`src/rtl/trigger_arm_sequencer_pkg.sv`:
```
// Shared types and defaults for the trigger arm sequencer: FSM state encoding,
// default counter widths and small state-classification helpers.
package trigger_arm_sequencer_pkg;

  localparam int unsigned SYNC_STAGES_DEF = 2;
  localparam int unsigned CNT_W_DEF       = 16;
  localparam int unsigned TMO_W_DEF       = 32;

  typedef enum logic [2:0] {
    ST_IDLE    = 3'd0,
    ST_ARMED   = 3'd1,
    ST_HOLDOFF = 3'd2,
    ST_FIRE    = 3'd3,
    ST_DONE    = 3'd4,
    ST_TMO     = 3'd5
  } state_e;

  // States from which a host arm request starts a new sequence.
  function automatic logic accepts_arm(input state_e s);
    return (s == ST_IDLE) || (s == ST_DONE) || (s == ST_TMO);
  endfunction

  function automatic logic is_armed(input state_e s);
    return (s == ST_ARMED) || (s == ST_HOLDOFF);
  endfunction

endpackage

```
`src/rtl/trigger_arm_sequencer_sync_edge_detect.sv`:
```
// Synchronises the asynchronous trigger, keeps one history flop and emits a
// registered one-cycle pulse on the selected edge polarity.
module sync_edge_detect #(
  parameter int unsigned SYNC_STAGES = 2
) (
  input  logic clk,
  input  logic reset_n,
  input  logic trig_i,
  input  logic pol_i,
  output logic edge_o
);

  logic [SYNC_STAGES-1:0] sync_q;
  logic                   hist_q;
  logic                   edge_q;
  logic                   sync_last;

  assign sync_last = sync_q[SYNC_STAGES-1];

  // NOTE: sequential state uses non-blocking assignments so every flop samples
  // the pre-edge value of its neighbour; blocking here would collapse the chain.
  always_ff @(posedge clk or negedge reset_n) begin
    if (!reset_n) begin
      sync_q <= '0;
      hist_q <= 1'b0;
      edge_q <= 1'b0;
    end else begin
      sync_q <= {sync_q[SYNC_STAGES-2:0], trig_i};
      hist_q <= sync_last;
      edge_q <= pol_i ? (hist_q & ~sync_last) : (~hist_q & sync_last);
    end
  end

  assign edge_o = edge_q;

endmodule

```
`src/rtl/trigger_arm_sequencer.sv`:
```
// Arms on a host command, qualifies synchronised trigger edges by count, applies
// a holdoff and emits a one-cycle capture_go; supports timeout and auto-rearm.
module trigger_arm_sequencer
  import trigger_arm_sequencer_pkg::*;
#(
  parameter int unsigned SYNC_STAGES = SYNC_STAGES_DEF,
  parameter int unsigned CNT_W       = CNT_W_DEF,
  parameter int unsigned TMO_W       = TMO_W_DEF
) (
  input  logic             clk,
  input  logic             reset_n,
  input  logic             trig_i,
  input  logic             arm_i,
  input  logic             abort_i,
  input  logic             edge_pol_i,
  input  logic             autorearm_i,
  input  logic [CNT_W-1:0] events_cfg_i,
  input  logic [CNT_W-1:0] holdoff_cfg_i,
  input  logic [TMO_W-1:0] timeout_cfg_i,
  output logic             capture_go_o,
  output logic             armed_o,
  output logic             done_o,
  output logic             timeout_o,
  output logic [CNT_W-1:0] evt_cnt_o
);

  state_e           state_q, state_d;
  logic [CNT_W-1:0] evt_q, evt_d;
  logic [CNT_W-1:0] hcnt_q, hcnt_d;
  logic [TMO_W-1:0] tmo_q, tmo_d;
  logic [CNT_W-1:0] cfg_events_q, cfg_events_d;
  logic [CNT_W-1:0] cfg_hold_q, cfg_hold_d;
  logic [TMO_W-1:0] cfg_tmo_q, cfg_tmo_d;
  logic             cfg_pol_q, cfg_pol_d;
  logic             cfg_autorearm_q, cfg_autorearm_d;
  logic             timeout_q, timeout_d;
  logic             capture_go_q, armed_q, done_q;
  logic             edge_pulse;
  logic             target_hit;
  logic [CNT_W-1:0] evt_sat_inc;

  sync_edge_detect #(
    .SYNC_STAGES(SYNC_STAGES)
  ) u_sync_edge_detect (
    .clk    (clk),
    .reset_n(reset_n),
    .trig_i (trig_i),
    .pol_i  (cfg_pol_q),
    .edge_o (edge_pulse)
  );

  // Compared one bit wider so an all-ones count cannot wrap past the target.
  assign target_hit  = ({1'b0, evt_q} + (CNT_W+1)'(1)) >= {1'b0, cfg_events_q};
  assign evt_sat_inc = (evt_q == '1) ? evt_q : evt_q + CNT_W'(1);

  // NOTE: every signal written here gets a default first, so no path can leave
  // one unassigned and infer a latch.
  always_comb begin
    state_d         = state_q;
    evt_d           = evt_q;
    hcnt_d          = hcnt_q;
    tmo_d           = tmo_q;
    timeout_d       = timeout_q;
    cfg_events_d    = cfg_events_q;
    cfg_hold_d      = cfg_hold_q;
    cfg_tmo_d       = cfg_tmo_q;
    cfg_pol_d       = cfg_pol_q;
    cfg_autorearm_d = cfg_autorearm_q;

    if (abort_i) begin
      state_d   = ST_IDLE;
      timeout_d = 1'b0;
    end else begin
      case (state_q)
        ST_IDLE, ST_DONE, ST_TMO: begin
          if (arm_i && accepts_arm(state_q)) begin
            state_d         = ST_ARMED;
            evt_d           = '0;
            timeout_d       = 1'b0;
            tmo_d           = timeout_cfg_i;
            cfg_events_d    = (events_cfg_i == '0) ? CNT_W'(1) : events_cfg_i;
            cfg_hold_d      = holdoff_cfg_i;
            cfg_tmo_d       = timeout_cfg_i;
            cfg_pol_d       = edge_pol_i;
            cfg_autorearm_d = autorearm_i;
          end
        end
        ST_ARMED: begin
          if (edge_pulse) begin
            evt_d = evt_sat_inc;
            if (target_hit) begin
              if (cfg_hold_q != '0) begin
                state_d = ST_HOLDOFF;
                hcnt_d  = cfg_hold_q - CNT_W'(1);
              end else begin
                state_d = ST_FIRE;
              end
            end
          end
          // A completing edge in the expiry cycle wins over the timeout.
          if (cfg_tmo_q != '0) begin
            tmo_d = tmo_q - TMO_W'(1);
            if ((tmo_q == TMO_W'(1)) && (state_d == ST_ARMED)) begin
              state_d   = ST_TMO;
              timeout_d = 1'b1;
            end
          end
        end
        ST_HOLDOFF: begin
          if (hcnt_q == '0) state_d = ST_FIRE;
          else              hcnt_d  = hcnt_q - CNT_W'(1);
        end
        ST_FIRE: begin
          if (cfg_autorearm_q) begin
            state_d = ST_ARMED;
            evt_d   = '0;
            tmo_d   = cfg_tmo_q;
          end else begin
            state_d = ST_DONE;
          end
        end
        default: state_d = ST_IDLE;
      endcase
    end
  end

  always_ff @(posedge clk or negedge reset_n) begin
    if (!reset_n) begin
      state_q         <= ST_IDLE;
      evt_q           <= '0;
      hcnt_q          <= '0;
      tmo_q           <= '0;
      timeout_q       <= 1'b0;
      cfg_events_q    <= '0;
      cfg_hold_q      <= '0;
      cfg_tmo_q       <= '0;
      cfg_pol_q       <= 1'b0;
      cfg_autorearm_q <= 1'b0;
      capture_go_q    <= 1'b0;
      armed_q         <= 1'b0;
      done_q          <= 1'b0;
    end else begin
      state_q         <= state_d;
      evt_q           <= evt_d;
      hcnt_q          <= hcnt_d;
      tmo_q           <= tmo_d;
      timeout_q       <= timeout_d;
      cfg_events_q    <= cfg_events_d;
      cfg_hold_q      <= cfg_hold_d;
      cfg_tmo_q       <= cfg_tmo_d;
      cfg_pol_q       <= cfg_pol_d;
      cfg_autorearm_q <= cfg_autorearm_d;
      capture_go_q    <= (state_d == ST_FIRE);
      armed_q         <= is_armed(state_d);
      done_q          <= (state_d == ST_DONE);
    end
  end

  assign capture_go_o = capture_go_q;
  assign armed_o      = armed_q;
  assign done_o       = done_q;
  assign timeout_o    = timeout_q;
  assign evt_cnt_o    = evt_q;

endmodule

```
`config.mk`:
```
export PLATFORM = sky130hd
export DESIGN_NAME = trigger_arm_sequencer
export DESIGN_NICKNAME = d
export VERILOG_FILES = /design/src/rtl/trigger_arm_sequencer_pkg.sv /design/src/rtl/trigger_arm_sequencer_sync_edge_detect.sv /design/src/rtl/trigger_arm_sequencer.sv
export SDC_FILE = /design/constraint.sdc
export NUM_CORES = 1
export LEC_CHECK = 0
export ABC_AREA = 0
export BUFFER_PORTS_ARGS = -buffer_cell sky130_fd_sc_hd__buf_2
export CORE_MARGIN = 2
export CORE_UTILIZATION = 50
export DETAILED_ROUTE_END_ITERATION = 6
export GPL_TIMING_DRIVEN = 0
export PLACE_DENSITY = 0.82
export SLEW_MARGIN = 20
export SYNTH_ARGS = -nofsm -noshare
export SYNTH_HDL_FRONTEND = slang
export SYNTH_SLANG_ARGS = --single-unit
```
`constraint.sdc`:
```
create_clock -name clk -period 4.4 [get_ports clk]
set_clock_uncertainty 0.15 [all_clocks]
set_input_delay 0.88 -clock clk [delete_from_list [all_inputs] [get_ports clk]]
set_output_delay 0.88 -clock clk [all_outputs]
set_load 0.01 [all_outputs]
```
# After elaboration in Yosys (flattened, before gate mapping)
# Cells that the tools add are included.
# op_classes
addsub	5
n_lt_le_gt_ge	1
n_eq_ne	23
mux	33
bitwise_logic	5
n_reduce_logical	19
# op_table
cell	count
$mux W16	9
$mux W32	3
$pmux W32 S3	1
$pmux W16 S3	1
$eq A32 B1 Y1 const B	1
$logic_not A16 Y1	2
$pmux W16 S2	1
$reduce_bool A32 Y1	1
$sub A16 B1 Y16 const B	2
$sub A32 B1 Y32 const B	1
$mux W3	10
$add A16 B1 Y17 const B	1
$ge A17 B16 Y1	1
$add A16 B1 Y16 const B	1
$eq A16 B16 Y1 const B	1
$reduce_bool A16 Y1	1
$ne A2 B2 Y1 const B	7
$eq A3 B2 Y1 const B	4
$pmux W3 S4	1
$reduce_and A6 Y1	2
$eq A3 B1 Y1 const B	3
$eq A3 B3 Y1 const B	3
$ne A3 B3 Y1 const B	3
$mux W1	6
13 further kinds	20
# totals
reg_bits	141
inputBits	71
output_inout_bits	20
elab_cells	102

# Depth between registers and ports, before layout
# depth
depth_word	14
mapped_depth	16
ltp_nobuf	14

# Cells and area by module
# Synthesis repeated with hierarchy kept, for this count alone.
# hier_totals
hier_cells	912
area_unflattened_um2	8250.4
# by_module_without_submodules
module	instances	cells_per_inst	area_per_inst_um2	seq_area_each_um2
trigger_arm_sequencer	1	905	8127.8	3428.3
sync_edge_detect	1	7	122.6	100.1

# Least setup slack after synthesis
# Ideal clock, no wire load.
# synth_timing
path_type	reg-to-reg
start	register evt_q[0] (netlist: evt_cnt_o[0])
end	register hcnt_q[15]
setup_ps	86
arrival_time_ps	3596
t_required_ps	4164
path_slack_ps	568
path_stages_with_launch	17
path_buffers	2
synth_period_minus_slack_ps	3832
cell_sequence	dfrtp_1 ha_1 nand3_1 or2_2 clkbuf_1 nor2b_1 and4_1 xor2_1 ha_1 nand3_1 inv_1 a221oi_1 a31oi_1 o211ai_1 clkbuf_1 nor3_1 nor3_1
# synth_between
elab_chain_len	4
# synth_lines
element	line_no	rtl
from (decl)	trigger_arm_sequencer.sv:28	logic [CNT_W-1:0] evt_q, evt_d;
from (signal assigned)	trigger_arm_sequencer.sv:144	evt_q <= evt_d;
$add A16 B1 Y17	trigger_arm_sequencer.sv:53	assign target_hit = ({1'b0, evt_q} + (CNT_W+1)'(1)) >= {1'b0, cfg_events_q};
$ge A17 B16 Y1	trigger_arm_sequencer.sv:53	
$ne A2 B2 Y1 (no source line)	-	
$reduce_and A6 Y1 (no source line)	-	
to (signal assigned)	trigger_arm_sequencer.sv:145	hcnt_q <= hcnt_d;
to (decl)	trigger_arm_sequencer.sv:29	logic [CNT_W-1:0] hcnt_q, hcnt_d;
# No other way between the ends.
# A chain may end at the register's enable or synchronous reset.

# Final worst setup path
# layout_timing
start	register evt_q[0] (netlist: evt_cnt_o[0])
end	register hcnt_q[13]
# The elaborated chain is that of the path after synthesis.

==> results.json <==
{
  "outcome": "complete, no violations",
  "p_sw_share_pct": 34.6,
  "fillers": 1368,
  "ios": 91,
  "power_density_nw_per_um2": 494,
  "syn_inst": 889,
  "cp.arrival_ps": 4290,
  "p_int_mw": 3.07,
  "ff2ff_setup_slack_ps": 270,
  "synth_area_sq_um": 8060,
  "netSwitchingPower_mw": 1.62,
  "synth-seq-cells": 141,
  "drc": 0,
  "slew_viol_final": 0,
  "path_clk_slew_ps": 60,
  "port_buffers": 89,
  "cts_root_buf": "clkbuf_16",
  "drt-pass1-iter-count": 6,
  "grt_remaining_overflow": 0,
  "min_path_type": "input port to async pin",
  "syn_to_final_growth_pct": 17.9,
  "irDropWorstVdd_uv": 443,
  "worst_pin_slew_ps": 971,
  "total_power_mw": 4.69,
  "die_w_um": 131,
  "setup_viol": 0,
  "clock.fmax_mhz": 242,
  "syn_avg_cell_area_sq_um": 9.06,
  "ant_nets": 0,
  "cts_buffers": 17,
  "clockBufferDepth": 2,
  "grt_pass1_wl_mm": 36.2,
  "grt_max_degree": 98,
  "gp_congestion": 0.912,
  "grt_pass1_vias": 7175,
  "placeableCoreArea_sq_um": 15800,
  "path_max_fanout": 10,
  "postCtsHoldBufs": 0,
  "antenna_found_initial": 0,
  "period_share_pct": 93.9,
  "start_kind": "register",
  "die_area_sq_um": 17100,
  "drive_above_1_share_pct": 20.6,
  "layout_common_cells": "dfrtp_1, o21ai_0, nand2_1, buf_2, nor2_1",
  "cp_data_required_time_ps": 4560,
  "ys_seq_area_share_pct": 43.8,
  "hold_ws_ps": 167,
  "htreeDepth": 4,
  "vias_per_cell": 6.13,
  "synthFlopType": "dfrtp_1",
  "row_count": 46,
  "period_needed_ps": 4130,
  "power_frac_comb_pct": 24.6,
  "drt-initial-drc-count": 966,
  "cts_tree": "done",
  "end_kind": "register",
  "yosysWarnings": 0,
  "grt_use_total_pct": 27.2,
  "final.setup.tns_ps": 0,
  "async_flop_share_pct": 100,
  "die_h_um": 131,
  "seq_power_share_pct": 43.1,
  "rsz0062_at_grt": "no",
  "antennaDiodeCount": 0,
  "placed_area_sq_um": 8810,
  "synth_edf_count": 0,
  "p_leak_nw": 4.00,
  "post_drt_wl_per_cell_um": 18.5,
  "synthesis.nets": 980,
  "synth.distinct_cells": 67,
  "clk-insertion-delay-late_ps": 450,
  "routed_wl_mm": 22.8,
  "dp_hpwl_mm": 15.6,
  "final_area_sq_um": 9500,
  "relSlewSlack_pct": 35.3,
  "start_util_pct": 50.9,
  "cts_sinks": 141,
  "nets": 1091,
  "p_clk_share_pct": 32.3,
  "hold_viol": 0,
  "maxCapViolCount": 0,
  "final_common_cell": "dfrtp_1",
  "crit_type": "register to register",
  "num_vias": 7537
}
## power by group through the flow
stage	clock network [mW]	registers, mW	logic (mW)
floorplan	0	1.91	0.815
global route	1.59	2.08	1.29
detailed placement	0	2.02	1.11
finish	1.52	2.02	1.16
global placement	0	2.01	1.07
CTS	1.52	2.00	1.12
## path summary, 6_finish.rpt
| kind | startpoint | to | cells after the start |
|---|---|---|---|
| max | evt_cnt_o[0] | hcnt_q[13] | 15 |
| max in group asynchronous | reset_n | tmo_q[21] | 2 |
| min reg2reg | u_sync_edge_detect.sync_q[0] | u_sync_edge_detect.sync_q[1] | 0 |
| min | reset_n | cfg_events_q[11] | 1 |
| max reg2reg | evt_cnt_o[0] | hcnt_q[13] | 15 |
| min in group clk | u_sync_edge_detect.sync_q[0] | u_sync_edge_detect.sync_q[1] | 0 |
## state kept, by name (all words and copies together) (netlist names)
| signal | cells |
|---|---|
| cfg_tmo_q | 32 |
| tmo_q | 32 |
| cfg_events_q | 16 |
| cfg_hold_q | 16 |
| evt_cnt_o | 16 |
| hcnt_q | 16 |
| state_q | 3 |
| u_sync_edge_detect.sync_q | 2 |
| armed_o | 1 |
| capture_go_o | 1 |
| cfg_autorearm_q | 1 |
| cfg_pol_q | 1 |
| done_o | 1 |
| timeout_o | 1 |
| u_sync_edge_detect.edge_o | 1 |
| u_sync_edge_detect.hist_q | 1 |
## repair_timing
| action | in CTS | in global routing |
|---|---|---|
| pin swaps | 1 | 2 |
| endpoints found under the setup margin | 14 | 17 |
| gates cloned | 0 | 0 |
| resized for setup | 2 | 11 |
| setup buffers | 1 | 2 |
## per-stage QoR
stage / instances / util, % / setup slack (ps)
6_report: 1229 / 60.0 / 268
5_1_grt: 1229 / 60.0 / 17.4
4_1_cts: 1228 / 59.7 / 33.0
3_5_place_dp: 1195 / 55.7 / -374
3_3_place_gp: 1194 / 55.4 / -363
2_1_floorplan: 889 / - / 568
## cells in the mapped netlist, types with 8 or more instances
cell	number	area, sq um
dfrtp_1	141	3530
ha_1	20	250
mux2_2	52	586
a211oi_1	10	75.1
xnor2_1	9	78.8
xor2_1	11	96.3
o21ai_0	117	586
a21oi_1	38	190
nor4_1	22	138
inv_1	28	105
buf_1	8	30.0
or3_1	8	50.1
a221o_1	8	80.1
nand4_1	11	68.8
and3_1	10	62.6
nand2_1	92	345
clkbuf_1	40	150
o211ai_1	12	90.1
nor2_1	74	278
nand3_1	16	80.1
nor3_1	39	195
mux2i_1	10	100
a31oi_1	8	50.1
o31ai_1	9	67.6
## cells by family (layout without fill, tap and decap cells)
logic type,count (synthesis),in the layout,synth area share (%)
buf+inv,80,204,3.79
simple gates,310,310,18.9
compound gates,256,256,19.7
flops,141,141,43.8
fa+ha+maj,20,20,3.11
mux,62,62,8.51
xor+xnor,20,20,2.17
## cell type report
type	instances	area [sq um]	area share, %
inverters	28	105	1.11
clock buffers	19	453	4.77
flip-flops and latches	141	3530	37.1
well taps	216	270	2.84
repair buffers	93	505	5.32
plain buffers	51	198	2.08
multi-input cells	668	4280	45.0
clock inverters	13	164	1.73
## worst max-delay path: stages, from the launching register on
cell and delay, ps:
dfrtp_2 470, ha_4 220, nand3_1 100, or2_2 280, clkbuf_1 180, nor2_1 200, xor2_1 250, ha_1 300
a21oi_1 160, o21ai_0 160, a221oi_4 410, a31oi_2 180, o211a_2 360, buf_2 220, a32oi_1 230, nand4b_1 110
## per-layer routing
metal	global-route usage [%]	wire [um]
met2	42.3	10700
met5	0	0
met4	9.95	587
met1	36.6	9390
met3	7.57	2080
No activity file was read; power rests on OpenSTA's default activity.
